### src/rtl/scene_rec_pkg.sv
// Shared types, constants and helpers for the dehaze scene-recovery scheduler.
package scene_rec_pkg;

  localparam int unsigned PIX_W     = 8;
  localparam int unsigned DIV_W_DEF = 16;
  localparam int unsigned T_MIN_DEF = 26;
  // Signed width for A +/- q; wide enough for 255 + 65280 and 0 - 65280.
  localparam int unsigned J_W       = DIV_W_DEF + 1;

  typedef enum logic [2:0] {
    StIdle,
    StChR,
    StChG,
    StChB,
    StOut
  } sched_state_e;

  typedef struct packed {
    logic [PIX_W-1:0] val;
    logic             sat;
  } sat_pix_t;

  // Clamp a signed J_W-bit value to [0,255] and report whether clamping happened.
  function automatic sat_pix_t sat_pix(input logic [J_W-1:0] v);
    sat_pix_t r;
    if (v[J_W-1]) begin
      r.val = '0;
      r.sat = 1'b1;
    end else if (|v[J_W-2:PIX_W]) begin
      r.val = '1;
      r.sat = 1'b1;
    end else begin
      r.val = v[PIX_W-1:0];
      r.sat = 1'b0;
    end
    return r;
  endfunction

endpackage

### src/rtl/seq_divider.sv
// Restoring unsigned divider, one quotient bit per cycle. div_done pulses for one cycle
// DIV_W cycles after div_start; the quotient stays valid until the next div_start.
module seq_divider
  import scene_rec_pkg::*;
#(
  parameter int unsigned DIV_W = DIV_W_DEF
) (
  input  logic             clock,
  input  logic             reset,
  input  logic             div_start,
  input  logic [DIV_W-1:0] dividend,
  input  logic [PIX_W-1:0] divisor,
  output logic [DIV_W-1:0] quotient,
  output logic             div_done
);

  logic [PIX_W:0]   rem_q, rem_n, rem_src;
  logic [DIV_W-1:0] quo_q, quo_n, quo_src;
  logic [4:0]       cnt_q, cnt_n;
  logic             run_q;
  logic             done_q;
  logic [PIX_W+1:0] shifted;

  // One restoring step; the first step is folded into the start cycle so the
  // last quotient bit lands exactly DIV_W cycles after div_start.
  always_comb begin
    rem_src = div_start ? '0 : rem_q;
    quo_src = div_start ? dividend : quo_q;
    shifted = {rem_src, quo_src[DIV_W-1]};
    if (shifted >= {2'b00, divisor}) begin
      rem_n = (PIX_W+1)'(shifted - {2'b00, divisor});
      quo_n = {quo_src[DIV_W-2:0], 1'b1};
    end else begin
      rem_n = shifted[PIX_W:0];
      quo_n = {quo_src[DIV_W-2:0], 1'b0};
    end
    cnt_n = div_start ? 5'd1 : cnt_q + 5'd1;
  end

  // Iteration registers, step counter and done pulse.
  always_ff @(posedge clock) begin
    if (reset) begin
      rem_q  <= '0;
      quo_q  <= '0;
      cnt_q  <= '0;
      run_q  <= 1'b0;
      done_q <= 1'b0;
    end else begin
      done_q <= 1'b0;
      if (div_start || run_q) begin
        rem_q <= rem_n;
        quo_q <= quo_n;
        cnt_q <= cnt_n;
        if (cnt_n == 5'(DIV_W)) begin
          run_q  <= 1'b0;
          done_q <= 1'b1;
        end else begin
          run_q  <= 1'b1;
        end
      end
    end
  end

  assign quotient = quo_q;
  assign div_done = done_q;

endmodule

### src/rtl/scene_recovery_sched.sv
// Dehaze recovery scheduler: J = A + (I-A)/t per channel, R then G then B, through one
// shared sequential divider. Optional macro SCENE_REC_TMIN_CLAMP_EN floors t at T_MIN;
// without it only t==0 is patched to 1.
module scene_recovery_sched
  import scene_rec_pkg::*;
#(
  parameter int unsigned DIV_W = DIV_W_DEF
`ifdef SCENE_REC_TMIN_CLAMP_EN
  ,
  parameter int unsigned T_MIN = T_MIN_DEF
`endif
) (
  input  logic             clock,
  input  logic             reset,
  input  logic             a_load,
  input  logic [PIX_W-1:0] a_r,
  input  logic [PIX_W-1:0] a_g,
  input  logic [PIX_W-1:0] a_b,
  input  logic             in_valid,
  output logic             in_ready,
  input  logic [PIX_W-1:0] in_r,
  input  logic [PIX_W-1:0] in_g,
  input  logic [PIX_W-1:0] in_b,
  input  logic [PIX_W-1:0] in_t,
  output logic             out_valid,
  input  logic             out_ready,
  output logic [PIX_W-1:0] out_r,
  output logic [PIX_W-1:0] out_g,
  output logic [PIX_W-1:0] out_b,
  output logic [2:0]       sat_flags,
  output logic             busy
);

  sched_state_e state_q, state_d;
  logic         ch_first_q, ch_first_d;

  logic [2:0][PIX_W-1:0] a_sh_q;
  logic [2:0][PIX_W-1:0] pix_q;
  logic [2:0][PIX_W-1:0] a_w_q;
  logic [PIX_W-1:0]      t_q, t_lat;
  logic [2:0][PIX_W-1:0] res_q;
  logic [2:0]            sat_q;

  logic [1:0]       ch;
  logic             ch_active;
  logic [PIX_W-1:0] i_cur, a_cur, diff;
  logic             i_gt;
  logic [DIV_W-1:0] dividend, div_q;
  logic             div_start, div_done;
  logic [J_W-1:0]   a_ext, q_ext, j_wide;
  sat_pix_t         sat_res;
  logic             accept;

  // Divisor seen by the divider must never be zero.
  always_comb begin
`ifdef SCENE_REC_TMIN_CLAMP_EN
    t_lat = (in_t < PIX_W'(T_MIN)) ? PIX_W'(T_MIN) : in_t;
`else
    t_lat = (in_t == '0) ? PIX_W'(1) : in_t;
`endif
  end

  // Channel select and per-channel signed recovery arithmetic.
  always_comb begin
    ch        = 2'd0;
    ch_active = 1'b1;
    unique case (state_q)
      StChR:   ch = 2'd0;
      StChG:   ch = 2'd1;
      StChB:   ch = 2'd2;
      default: ch_active = 1'b0;
    endcase
    i_cur    = pix_q[ch];
    a_cur    = a_w_q[ch];
    i_gt     = i_cur > a_cur;
    diff     = i_gt ? (i_cur - a_cur) : (a_cur - i_cur);
    dividend = DIV_W'({diff, 8'h00});
    a_ext    = J_W'(a_cur);
    q_ext    = J_W'(div_q);
    j_wide   = i_gt ? (a_ext + q_ext) : (a_ext - q_ext);
    sat_res  = sat_pix(j_wide);
  end

  // FSM next state and handshake outputs.
  always_comb begin
    state_d    = state_q;
    ch_first_d = 1'b0;
    in_ready   = (state_q == StIdle) && !reset;
    out_valid  = (state_q == StOut);
    busy       = (state_q != StIdle);
    div_start  = ch_active && ch_first_q;
    accept     = in_valid && in_ready;
    unique case (state_q)
      StIdle: begin
        if (accept) begin
          state_d    = StChR;
          ch_first_d = 1'b1;
        end
      end
      StChR: begin
        if (div_done) begin
          state_d    = StChG;
          ch_first_d = 1'b1;
        end
      end
      StChG: begin
        if (div_done) begin
          state_d    = StChB;
          ch_first_d = 1'b1;
        end
      end
      StChB: begin
        if (div_done) state_d = StOut;
      end
      StOut: begin
        if (out_ready) state_d = StIdle;
      end
      default: state_d = StIdle;
    endcase
  end

  // State register.
  always_ff @(posedge clock) begin
    if (reset) begin
      state_q    <= StIdle;
      ch_first_q <= 1'b0;
    end else begin
      state_q    <= state_d;
      ch_first_q <= ch_first_d;
    end
  end

  // A shadow, working copies latched at accept, and per-channel results.
  always_ff @(posedge clock) begin
    if (reset) begin
      a_sh_q <= '0;
      pix_q  <= '0;
      a_w_q  <= '0;
      t_q    <= '0;
      res_q  <= '0;
      sat_q  <= '0;
    end else begin
      if (a_load) a_sh_q <= {a_b, a_g, a_r};
      // The shadow value before this edge is used, so a same-cycle a_load waits a pixel.
      if (accept) begin
        pix_q <= {in_b, in_g, in_r};
        a_w_q <= a_sh_q;
        t_q   <= t_lat;
      end
      if (ch_active && div_done) begin
        res_q[ch] <= sat_res.val;
        sat_q[ch] <= sat_res.sat;
      end
    end
  end

  seq_divider #(
    .DIV_W (DIV_W)
  ) u_div (
    .clock     (clock),
    .reset     (reset),
    .div_start (div_start),
    .dividend  (dividend),
    .divisor   (t_q),
    .quotient  (div_q),
    .div_done  (div_done)
  );

  assign out_r     = res_q[0];
  assign out_g     = res_q[1];
  assign out_b     = res_q[2];
  assign sat_flags = sat_q;

endmodule

### config.mk
export PLATFORM = sky130hd
export DESIGN_NAME = scene_recovery_sched
export DESIGN_NICKNAME = d
export VERILOG_FILES = /design/src/rtl/scene_rec_pkg.sv /design/src/rtl/seq_divider.sv /design/src/rtl/scene_recovery_sched.sv
export SDC_FILE = /design/constraint.sdc
export NUM_CORES = 1
export LEC_CHECK = 0
export BUFFER_PORTS_ARGS = -buffer_cell sky130_fd_sc_hd__buf_2
export CAP_MARGIN = 20
export CORE_MARGIN = 2
export CORE_UTILIZATION = 47
export CTS_CLUSTER_SIZE = 24
export DETAILED_ROUTE_END_ITERATION = 10
export GPL_ROUTABILITY_DRIVEN = 0
export GPL_TIMING_DRIVEN = 1
export HOLD_SLACK_MARGIN = 0.08
export PLACE_DENSITY = 0.71
export SLEW_MARGIN = 20
export SYNTH_ARGS = -nofsm -noshare
export SYNTH_HDL_FRONTEND = slang
export SYNTH_HIERARCHICAL = 1
export SYNTH_SLANG_ARGS = --single-unit
### constraint.sdc
create_clock -name clock -period 8.59 [get_ports clock]
set_clock_uncertainty 0.1 [all_clocks]
set_input_delay 0.859 -clock clock [delete_from_list [all_inputs] [get_ports clock]]
set_output_delay 0.859 -clock clock [all_outputs]
set_load 0.01 [all_outputs]
# ---- Yosys cells after proc, flatten, opt, wreduce, memory -nomap -nowiden
# Index checks and enable logic that the tools add are counted.
dict set report classes {
  bitwise 1
  n_reduce_logical 15
  n_lt_le_gt_ge 4
  eq_ne 10
  n_addsub 6
  mux 33
}
# operator n
set op_table {}
lappend op_table {{$mux W8} 5}
lappend op_table {{$mux W9} 4}
lappend op_table {{$bmux W8 S2} 2}
lappend op_table {{$bwmux W24} 1}
lappend op_table {{$add A8 B16 Y17} 1}
lappend op_table {{$mux W17} 1}
lappend op_table {{$sub A8 B16 Y17} 1}
lappend op_table {{$demux W8 S2} 1}
lappend op_table {{$mux W16} 1}
lappend op_table {{$sub A8 B8 Y8} 2}
lappend op_table {{$mux W3} 5}
lappend op_table {{$pmux W3 S5} 1}
lappend op_table {{$ge A10 B8 Y1} 1}
lappend op_table {{$sub A9 B8 Y9} 1}
lappend op_table {{$gt A8 B8 Y1} 1}
lappend op_table {{$logic_not A8 Y1} 1}
lappend op_table {{$ne A2 B1 Y1 const B} 4}
lappend op_table {{$reduce_or A8 Y1} 1}
lappend op_table {{$mux W1} 7}
lappend op_table {{$eq A3 B2 Y1 const B} 2}
lappend op_table {{$add A5 B1 Y5 const B} 1}
lappend op_table {{$eq A5 B5 Y1 const B} 1}
lappend op_table {{$logic_and A1 B1 Y1} 5}
lappend op_table {{$mux W5} 1}
lappend op_table {{other kinds (17)} 18}
dict set report word_totals {
  register_bits 143
  wordCells 90
  inputBits 61
}

# ---- Longest topological paths before layout
# Gate-level depths: netlist of run 1.
dict set report depth {
  ltp_word 10
  depth_mapped 31
  depth_no_buf 26
}

# ---- Hierarchy
# Netlist of run 1, hierarchy kept.
# mod instances cells_per_inst area_per_inst_um2 seq_area_each_um2
set by_module_without_submodules {}
lappend by_module_without_submodules {scene_recovery_sched 1 787 6198.4 2222.1}
lappend by_module_without_submodules {seq_divider 1 239 1949.4 640.6}

# ---- Worst setup path after synthesis of run 1
# OpenSTA, ideal clock, no wires.
dict set report synth_path {
  kind {register to register}
  startpoint {register state_q[0]}
  endpoint {register res_q (netlist bit out_g[0])}
  n_path_buf 5
  t_arrival_ns 6.137
  setup_time_ns 0.122
  path_stages_with_launch 24
  period_less_slack_ns 6.359
  setup_slack_ns 2.231
  t_required_ns 8.368
  path_cell_list {dfxtp_1 -> clkbuf_1 -> clkbuf_1 -> mux2i_1 -> o21ai_0 -> ha_1 -> nand4_1 -> nor2_1 -> a21oi_1 -> clkbuf_1 -> clkbuf_1 -> buf_1 -> o31ai_1 -> xor2_1 -> ha_1 -> o21ai_0 -> nor2_1 -> o22ai_1 -> a2111o_1 -> a311oi_1 -> o21ai_0 -> a222oi_1 -> a21oi_1 -> a311o_1}
}
dict set report synth_between {
  elab_chain_cells 10
  word_cells_on_any_way 24
  classes_between {add/sub: 2; order compare: 3; eq/ne: 3; mux: 12; reduce/logical: 4}
}
# element line_no
set synth_rtl {}
lappend synth_rtl {{from (decl)} scene_recovery_sched.sv:34} ;# sched_state_e state_q, state_d;
lappend synth_rtl {{from (signal assigned)} scene_recovery_sched.sv:125} ;# state_q <= StIdle;
lappend synth_rtl {{from (signal assigned)} scene_recovery_sched.sv:128} ;# state_q <= state_d;
lappend synth_rtl {{$eq A3 B2 Y1} scene_recovery_sched.sv:67} ;# unique case (state_q)
lappend synth_rtl {{$pmux W2 S2} scene_recovery_sched.sv:67}
lappend synth_rtl {{$bmux W8 S2, on equally long branches} {scene_recovery_sched.sv:74, scene_recovery_sched.sv:73}}
lappend synth_rtl {{$mux W8, on equally long branches} {scene_recovery_sched.sv:74, scene_recovery_sched.sv:73}}
lappend synth_rtl {{$sub A8 B16 Y17, or another cell as far along} scene_recovery_sched.sv:80} ;# j_wide = i_gt ? (a_ext + q_ext) : (a_ext - q_ext);
lappend synth_rtl {{$mux W17} scene_recovery_sched.sv:80}
lappend synth_rtl {{$reduce_or A8 Y1} scene_rec_pkg.sv:29} ;# end else if (|v[J_W-2:PIX_W]) begin
lappend synth_rtl {{$mux W9} scene_rec_pkg.sv:29}
lappend synth_rtl {{$mux W9} scene_rec_pkg.sv:26} ;# if (v[J_W-1]) begin
lappend synth_rtl {{$bwmux W24} scene_recovery_sched.sv:151} ;# res_q[ch] <= sat_res.val;
lappend synth_rtl {{to (signal, indexed assignment)} scene_recovery_sched.sv:151}
lappend synth_rtl {{to (decl)} scene_recovery_sched.sv:41} ;# logic [2:0][PIX_W-1:0] res_q;
# Parallel ways exist; a longest one is shown, timed or not. The select of a mux whose other input is x is not followed.
# A chain may end at the register's enable or synchronous reset.

# ---- Worst setup path in the final report of run 1
dict set report layout_path {
  startpoint {register state_q[1]}
  endpoint {register res_q (netlist bit out_r[0])}
}
# The elaborated chain is that of the path after synthesis.

==> flow_metrics.py, run 1 <==
metrics = {
    "routing": {
        "vias": 7272,
        "drc": 0,
        "drt-vias-per-instance": 5.50,
        "wl_per_cell_um": 14.7,
        "drt_wl_total_um": 19400,
        "drt_iter0_markers": 584,
        "postRouteAntennaNets": 0,
        "drt_pass1_iterations": 5,
    },
    "setup_path": {
        "r2r_start": "state_q[1]",
        "end_kind": "register",
        "ff2ff_setup_slack_ps": 1900,
        "setup.worst_path.start_class": "register",
        "cp.required_ps": 8800,
        "ff2ff_path_depth": 21,
        "worstPathArrival_ps": 6900,
        "rr_endpoint": "out_r[0]",
        "path_class": "reg -> reg",
        "crit_fanout": 36,
    },
    "layout": {
        "nFillCells": 1610,
        "drive_above_1_share_pct": 13.9,
        "num-nets-final": 1182,
        "n_antenna_cell": 0,
        "area_growth_pct": 14.3,
    },
    "timing": {
        "tns_ps": 0,
        "period_needed_ps": 6690,
        "hold_viol": 0,
        "hold_slack_ps": 354,
        "rsz0062_at_grt": "no",
        "final.period_utilization_pct": 77.9,
        "max_slew_margin_pct": 31.6,
        "tightest_slew_ps": 1030,
        "setup_viol": 0,
        "fmax_mhz": 150,
        "drv_slew": 0,
    },
    "clock_network": {
        "cts_buffers": 17,
        "postCtsResizedCells": 0,
        "clkSlewWorstSetupHoldPaths_ps": 60,
        "cts_tree": "done",
        "cts_hold_buf": 0,
        "clockBufferDepth": 2,
        "clkLatencyLatePin_ps": 420,
        "cts_root_buf": "clkbuf_16",
        "htree_levels": 4,
        "post_cts_buffers": 0,
        "numClockSinks": 143,
    },
    "synthesis": {
        "synth_top_area_share_pct": 35.1,
        "ys_types": 74,
        "synth.most_common_cell": "nand2_1",
        "synthCells": 1026,
        "ys_warn_count": 6,
        "synth_area_leader_cell": "dfxtp_1",
        "ys.flop_type": "dfxtp_1",
        "synth_edf_count": 0,
        "seq_area_frac_synth_pct": 35.1,
        "synthTopCellsByArea": "dfxtp_1 (35%), mux2i_1 (8.5%), nand2_1 (7.1%)",
        "avgSynthCellArea_um2": 7.94,
        "syn-cell-area_um2": 8150,
        "ys_ff_latch": 143,
        "synth_common_cells": "nand2_1 (154), dfxtp_1 (143), nor2_1 (112), a21oi_1 (101), mux2i_1 (69)",
        "async_reset_ff_share_pct": 0,
    },
    "placement": {
        "io_buffers": 90,
        "dp_hpwl_um": 13800,
    },
    "global_routing": {
        "grt_pass1_wl_um": 32000,
        "grt_pass1_vias": 6433,
        "antenna_found_initial": 0,
        "grt_max_degree": 69,
        "grtUsageTotal_pct": 21.6,
        "grt-ovfl-total": 0,
    },
    "die": {
        "die_h_um": 136,
        "rows": 48,
        "initial_core_util_pct": 47.6,
        "die_w_um": 136,
        "core_area_um2": 17100,
        "ioPinCount": 91,
        "fp.dieArea_um2": 18400,
    },
    "power": {
        "ir_drop_mv": 0.148,
        "leakagePower_uw": 0.00388,
        "power.density_nw_per_um2": 205,
        "total_power_uw": 1910,
    },
    "hold_path": {
        "holdPathStages": 2,
        "hp-class": "reg -> reg",
        "holdPathEnd": "t_q[7]",
        "hold_start": "t_q[7]",
    },
    "run": {
        "maxCapViolCount": 0,
    },
    "outcome": {
        "status": "complete, no violations",
    },
}
## critical path, cell delays in order, from the launching register on
cell and delay, ps:
dfxtp_1 540, nand2b_1 90, buf_4 230, o21ai_0 670, inv_1 190, fa_1 460
nand3_1 120, a21oi_1 90, o21ai_1 300, buf_4 290, nor2_1 70, xnor2_1 130
ha_1 350, a211oi_1 90, nor2_1 250, o22ai_1 270, a2111o_1 470, a311oi_1 250
o21ai_0 140, a222oi_1 700, a21oi_1 360, a311o_1 390
## power breakdown
part           leakage [µW]  internal (µW)  total (µW)  switching (µW)
logic               0.00243            183         467             285
registers           0.00116            686         704            18.5
clock network      0.000285            433         736             303
## flip-flops by register name (all words and copies together) (netlist names)
signal / count
ch_first_q: 1
u_div/div_done: 1
t_q: 8
u_div/run_q: 1
state_q: 3
u_div/quotient: 16
pix_q: 24
out_r: 8
out_g: 8
sat_flags: 3
a_sh_q: 24
u_div/cnt_q: 5
a_w_q: 24
u_div/rem_q: 9
out_b: 8
## how the worst max path moves through the flow
stage / startpoint / end / slack, ps / cells after the start
2_1_floorplan: state_q[0] / out_g[0] / 2230 / 23
3_3_place_gp: state_q[2] / out_r[0] / 2180 / 21
3_5_place_dp: state_q[1] / out_b[0] / 2010 / 21
4_1_cts: state_q[2] / out_b[0] / 1990 / 21
5_1_grt: state_q[1] / out_g[0] / 1400 / 21
6_report: state_q[1] / out_r[0] / 1900 / 21
## metal layers
layer  global-route usage (%)  vias to the layer above  share of wire [%]
met3                     4.00                       36                5.2
met2                     34.1                      205                 46
met5                        0                        -                  0
met4                     7.00                        0                2.1
met1                     29.8                     3318                 47
li1                         -                     3713                  -
## placed cells by master (no fill, tap or decap), types with 8 or more instances in the layout
cell       instances
a21o_1             8
buf_4              9
or3_1              8
clkbuf_16         17
dfxtp_1          143
a211oi_1          11
nor4_1             8
xor2_1            14
buf_2             89
conb_1             8
a21oi_1          100
o21ai_0           30
nor2b_1           14
nor2_1           112
nor3_1            33
nand4_1            8
nand3_1           12
a211o_1           11
inv_1             38
nand2_1          154
xnor2_1           16
ha_1              33
nand2b_1           9
mux2i_1           69
o21a_1            12
## metrics by stage
stage	std cells	area [µm²]	utilization, %	setup WS [ps]
floorplan	1033	8170	-	2230
global placement	1290	8720	51.0	2180
detailed placement	1290	8720	51.0	2010
CTS	1322	9310	54.4	1990
global route	1322	9310	54.4	1400
finish	1322	9310	54.4	1900
## cell families after synthesis
logic type               count (synthesis)  synth area share (%)
adder cells (fa/ha/maj)                 37                  6.05
flip-flops                             143                  35.1
multiplexers                            74                  9.17
other                                    1                0.0460
XOR/XNOR                                31                  3.42
AO/OA/AOI/OAI                          238                  18.9
AND/OR/NAND/NOR                        398                  22.4
buffers and inverters                  104                  4.87
## final cells by class
| class | count | area, µm² | share of cell area (%) |
|---|---|---|---|
| Inverter | 38 | 143 | 1.53 |
| Tap cell | 225 | 282 | 3.02 |
| Timing Repair Buffer | 98 | 513 | 5.51 |
| Multi-Input combinational cell | 786 | 4920 | 52.9 |
| Sequential cell | 143 | 2860 | 30.7 |
| Clock buffer | 18 | 429 | 4.61 |
| Clock inverter | 14 | 160 | 1.72 |
No activity file was read; power rests on OpenSTA's default activity.
==> run 2: changes to the inputs <==
--- a/config.mk
+++ b/config.mk
@@ -5,6 +5,7 @@
 export SDC_FILE = /design/constraint.sdc
 export NUM_CORES = 1
 export LEC_CHECK = 0
+export ABC_AREA = 1
 export BUFFER_PORTS_ARGS = -buffer_cell sky130_fd_sc_hd__buf_2
 export CAP_MARGIN = 20
 export CORE_MARGIN = 2
@@ -14,7 +15,7 @@
 export GPL_ROUTABILITY_DRIVEN = 0
 export GPL_TIMING_DRIVEN = 1
 export HOLD_SLACK_MARGIN = 0.08
-export PLACE_DENSITY = 0.71
+export PLACE_DENSITY = 0.74
 export SLEW_MARGIN = 20
 export SYNTH_ARGS = -nofsm -noshare
 export SYNTH_HDL_FRONTEND = slang
==> constraint.sdc (replaced) <==
create_clock -name clock -period 5.5 [get_ports clock]
set_clock_uncertainty 0.1 [all_clocks]
set_input_delay 0.55 -clock clock [delete_from_list [all_inputs] [get_ports clock]]
set_output_delay 0.55 -clock clock [all_outputs]
set_load 0.01 [all_outputs]
==> run 2 against run 1 <==
Compared with the run above:
- wire length increased by 3.5%
- first-iteration DRC count decreased by 3.6%
- non-clock buffer count decreased by 3
- clock-buffer cell count decreased by 1
- critical endpoint is now sat_flags[1]
- worst setup slack got worse by 1400 ps
- largest power group unchanged
==> flow_metrics.py, run 2 <==
metrics = {
    "power": {
        "total_power_uw": 3440,
        "leakagePower_uw": 0.00431,
        "ir_drop_mv": 0.264,
        "power.density_nw_per_um2": 375,
    },
    "routing": {
        "drt_pass1_iterations": 5,
        "wl_per_cell_um": 13.7,
        "vias": 7561,
        "drt-vias-per-instance": 5.13,
        "drc": 0,
        "drt_wl_total_um": 20100,
        "postRouteAntennaNets": 0,
        "drt_iter0_markers": 563,
    },
    "layout": {
        "num-nets-final": 1338,
        "regArea_um2": 2860,
        "final_area_um2": 9170,
        "mostFrequentLayoutCells": "nand2_1 (259), inv_1 (152), dfxtp_1 (143)",
        "drive_above_1_share_pct": 14.8,
        "multiInputGateArea_um2": 4300,
        "utilization_pct": 55.5,
        "final_common_cell": "nand2_1",
        "top_regs": "a_sh_q (24), a_w_q (24), pix_q (24)",
        "nFillCells": 1534,
        "final_cells": 1473,
        "area_growth_pct": 15.4,
        "n_antenna_cell": 0,
    },
    "clock_network": {
        "numClockSinks": 143,
        "clkLatencyLatePin_ps": 430,
        "cts_hold_buf": 0,
        "cts_buffers": 17,
        "clockBufferDepth": 2,
        "cts_root_buf": "clkbuf_16",
        "postCtsResizedCells": 0,
        "cts_tree": "done",
        "htree_levels": 4,
        "post_cts_buffers": 0,
        "clkSlewWorstSetupHoldPaths_ps": 70,
    },
    "setup_path": {
        "crit_top_cell": "nand2_1",
        "crit_slowest_cell": "fa_1",
        "cp.required_ps": 5720,
        "path_class": "reg -> reg",
        "end_kind": "register",
        "rr_endpoint": "sat_flags[1]",
        "setup.worst_path.start_class": "register",
        "crit_fanout": 23,
        "r2r_start": "state_q[0]",
        "critPathMaxStageDelay_ps": 380,
        "crit_start": "state_q[0]",
        "ff2ff_path_depth": 33,
        "ff2ff_setup_slack_ps": 520,
        "worstPathArrival_ps": 5210,
    },
    "hold_path": {
        "hold_start": "a_g[4]",
        "holdPathEnd": "a_sh_q[12]",
        "hp-class": "in -> reg",
        "holdPathStages": 3,
    },
    "run": {
        "maxCapViolCount": 0,
    },
    "global_routing": {
        "grt-ovfl-total": 0,
        "antenna_found_initial": 0,
        "grtUsageTotal_pct": 22.3,
        "grt_pass1_vias": 6952,
        "grt_max_degree": 81,
        "grt_pass1_wl_um": 32600,
    },
    "timing": {
        "rsz0062_at_grt": "no",
        "hold_viol": 0,
        "setup_viol": 0,
        "tns_ps": 0,
        "tightest_slew_ps": 827,
        "period_needed_ps": 4980,
        "final.period_utilization_pct": 90.6,
        "drv_slew": 0,
        "max_slew_margin_pct": 44.8,
        "fmax_mhz": 201,
    },
    "synthesis": {
        "seq_area_frac_synth_pct": 36.0,
        "synth_top_area_share_pct": 36.0,
        "syn-cell-area_um2": 7950,
        "async_reset_ff_share_pct": 0,
        "ys_types": 45,
        "synth_edf_count": 0,
        "ys_warn_count": 6,
        "synthCells": 1165,
        "synth_common_cells": "nand2_1 (260), inv_1 (153), dfxtp_1 (143), a21oi_1 (129), nor2_1 (113)",
        "synth_area_leader_cell": "dfxtp_1",
        "ys_ff_latch": 143,
        "synthTopCellsByArea": "dfxtp_1 (36%), nand2_1 (12%), a21oi_1 (8.1%)",
        "avgSynthCellArea_um2": 6.82,
        "synth.most_common_cell": "nand2_1",
        "ys.flop_type": "dfxtp_1",
    },
    "die": {
        "die_w_um": 134,
        "die_h_um": 134,
        "ioPinCount": 91,
        "core_area_um2": 16500,
        "rows": 47,
        "fp.dieArea_um2": 18000,
        "initial_core_util_pct": 48.1,
    },
    "placement": {
        "place_area_um2": 8530,
        "dp_cells": 1441,
        "dp_hpwl_um": 14500,
        "io_buffers": 90,
    },
    "outcome": {
        "status": "complete, no violations",
    },
}
## run 2: cell count changes after synthesis, sizes merged, moves of 11 or more
cell,previous run,this run
buf,23,12
a211oi,12,0
inv,38,159
nand2,154,288
mux2i,69,4
nor2b,14,0
a21oi,102,133
nand3,12,44
nor3,33,7
a211o,11,0
o21ai,32,112
## run 2: worst max path at each step
stage,endpoint,cells past startpoint
6_report,sat_flags[1],33
2_1_floorplan,sat_flags[0],36
3_5_place_dp,sat_flags[1],32
5_1_grt,sat_flags[2],34
4_1_cts,sat_flags[1],32
3_3_place_gp,sat_flags[2],34
## run 2: cell type report
type	instances	share of cell area, %
timing repair buffer	95	5.32
sequential	143	31.2
inverter	160	6.70
clock inverter	15	2.31
tap	220	3.00
clock buffer	17	4.64
multi-input combinational	823	46.8
## run 2: per-stage QoR
| stage | hold slack [ps] | setup WS, ps |
|---|---|---|
| final | 241 | 517 |
| after global routing | 243 | 15.0 |
| after CTS | 234 | 571 |
| after detailed placement | 342 | 613 |
| after global placement | 338 | 806 |
| after floorplan | 324 | 964 |
## run 2: metal layers
| metal | vias to the layer above | part of all wire (%) | GRT usage, % |
|---|---|---|---|
| met4 | 0 | 2.3 | 7.78 |
| met1 | 3447 | 46 | 28.9 |
| met2 | 193 | 47 | 37.5 |
| met3 | 32 | 4.7 | 4.27 |
| met5 | - | 0 | 0 |
| li1 | 3889 | - | - |
## run 2: logic make-up (layout without fill, tap and decap cells)
| group | Yosys count | in the layout | share of synthesized area (%) |
|---|---|---|---|
| and+or+nand+nor | 471 | 471 | 25.3 |
| adders and majority gates | 37 | 37 | 6.20 |
| muxes | 4 | 4 | 0.504 |
| DFF | 143 | 143 | 36.0 |
| buffers and inverters | 206 | 287 | 10.4 |
| AOI/OAI and AO/OA | 280 | 280 | 18.9 |
| xor gates and xnor gates | 23 | 23 | 2.63 |
| other | 1 | 8 | 0.0472 |
## run 2: where the power goes
group	total (µW)	switching [µW]	internal [µW]	leakage, µW
logic	1070	712	361	0.00283
registers	1120	32.2	1090	0.00117
clock network	1250	509	738	0.000310
## run 2: worst max-delay path: cells and delay by family, from the launching register on
family                   cells  cell delay, ps
XOR/XNOR                     1             160
adder cells (fa/ha/maj)      3             910
flip-flops                   1             340
buffers and inverters        6             600
AO/OA/AOI/OAI                4             530
AND/OR/NAND/NOR             19            2230
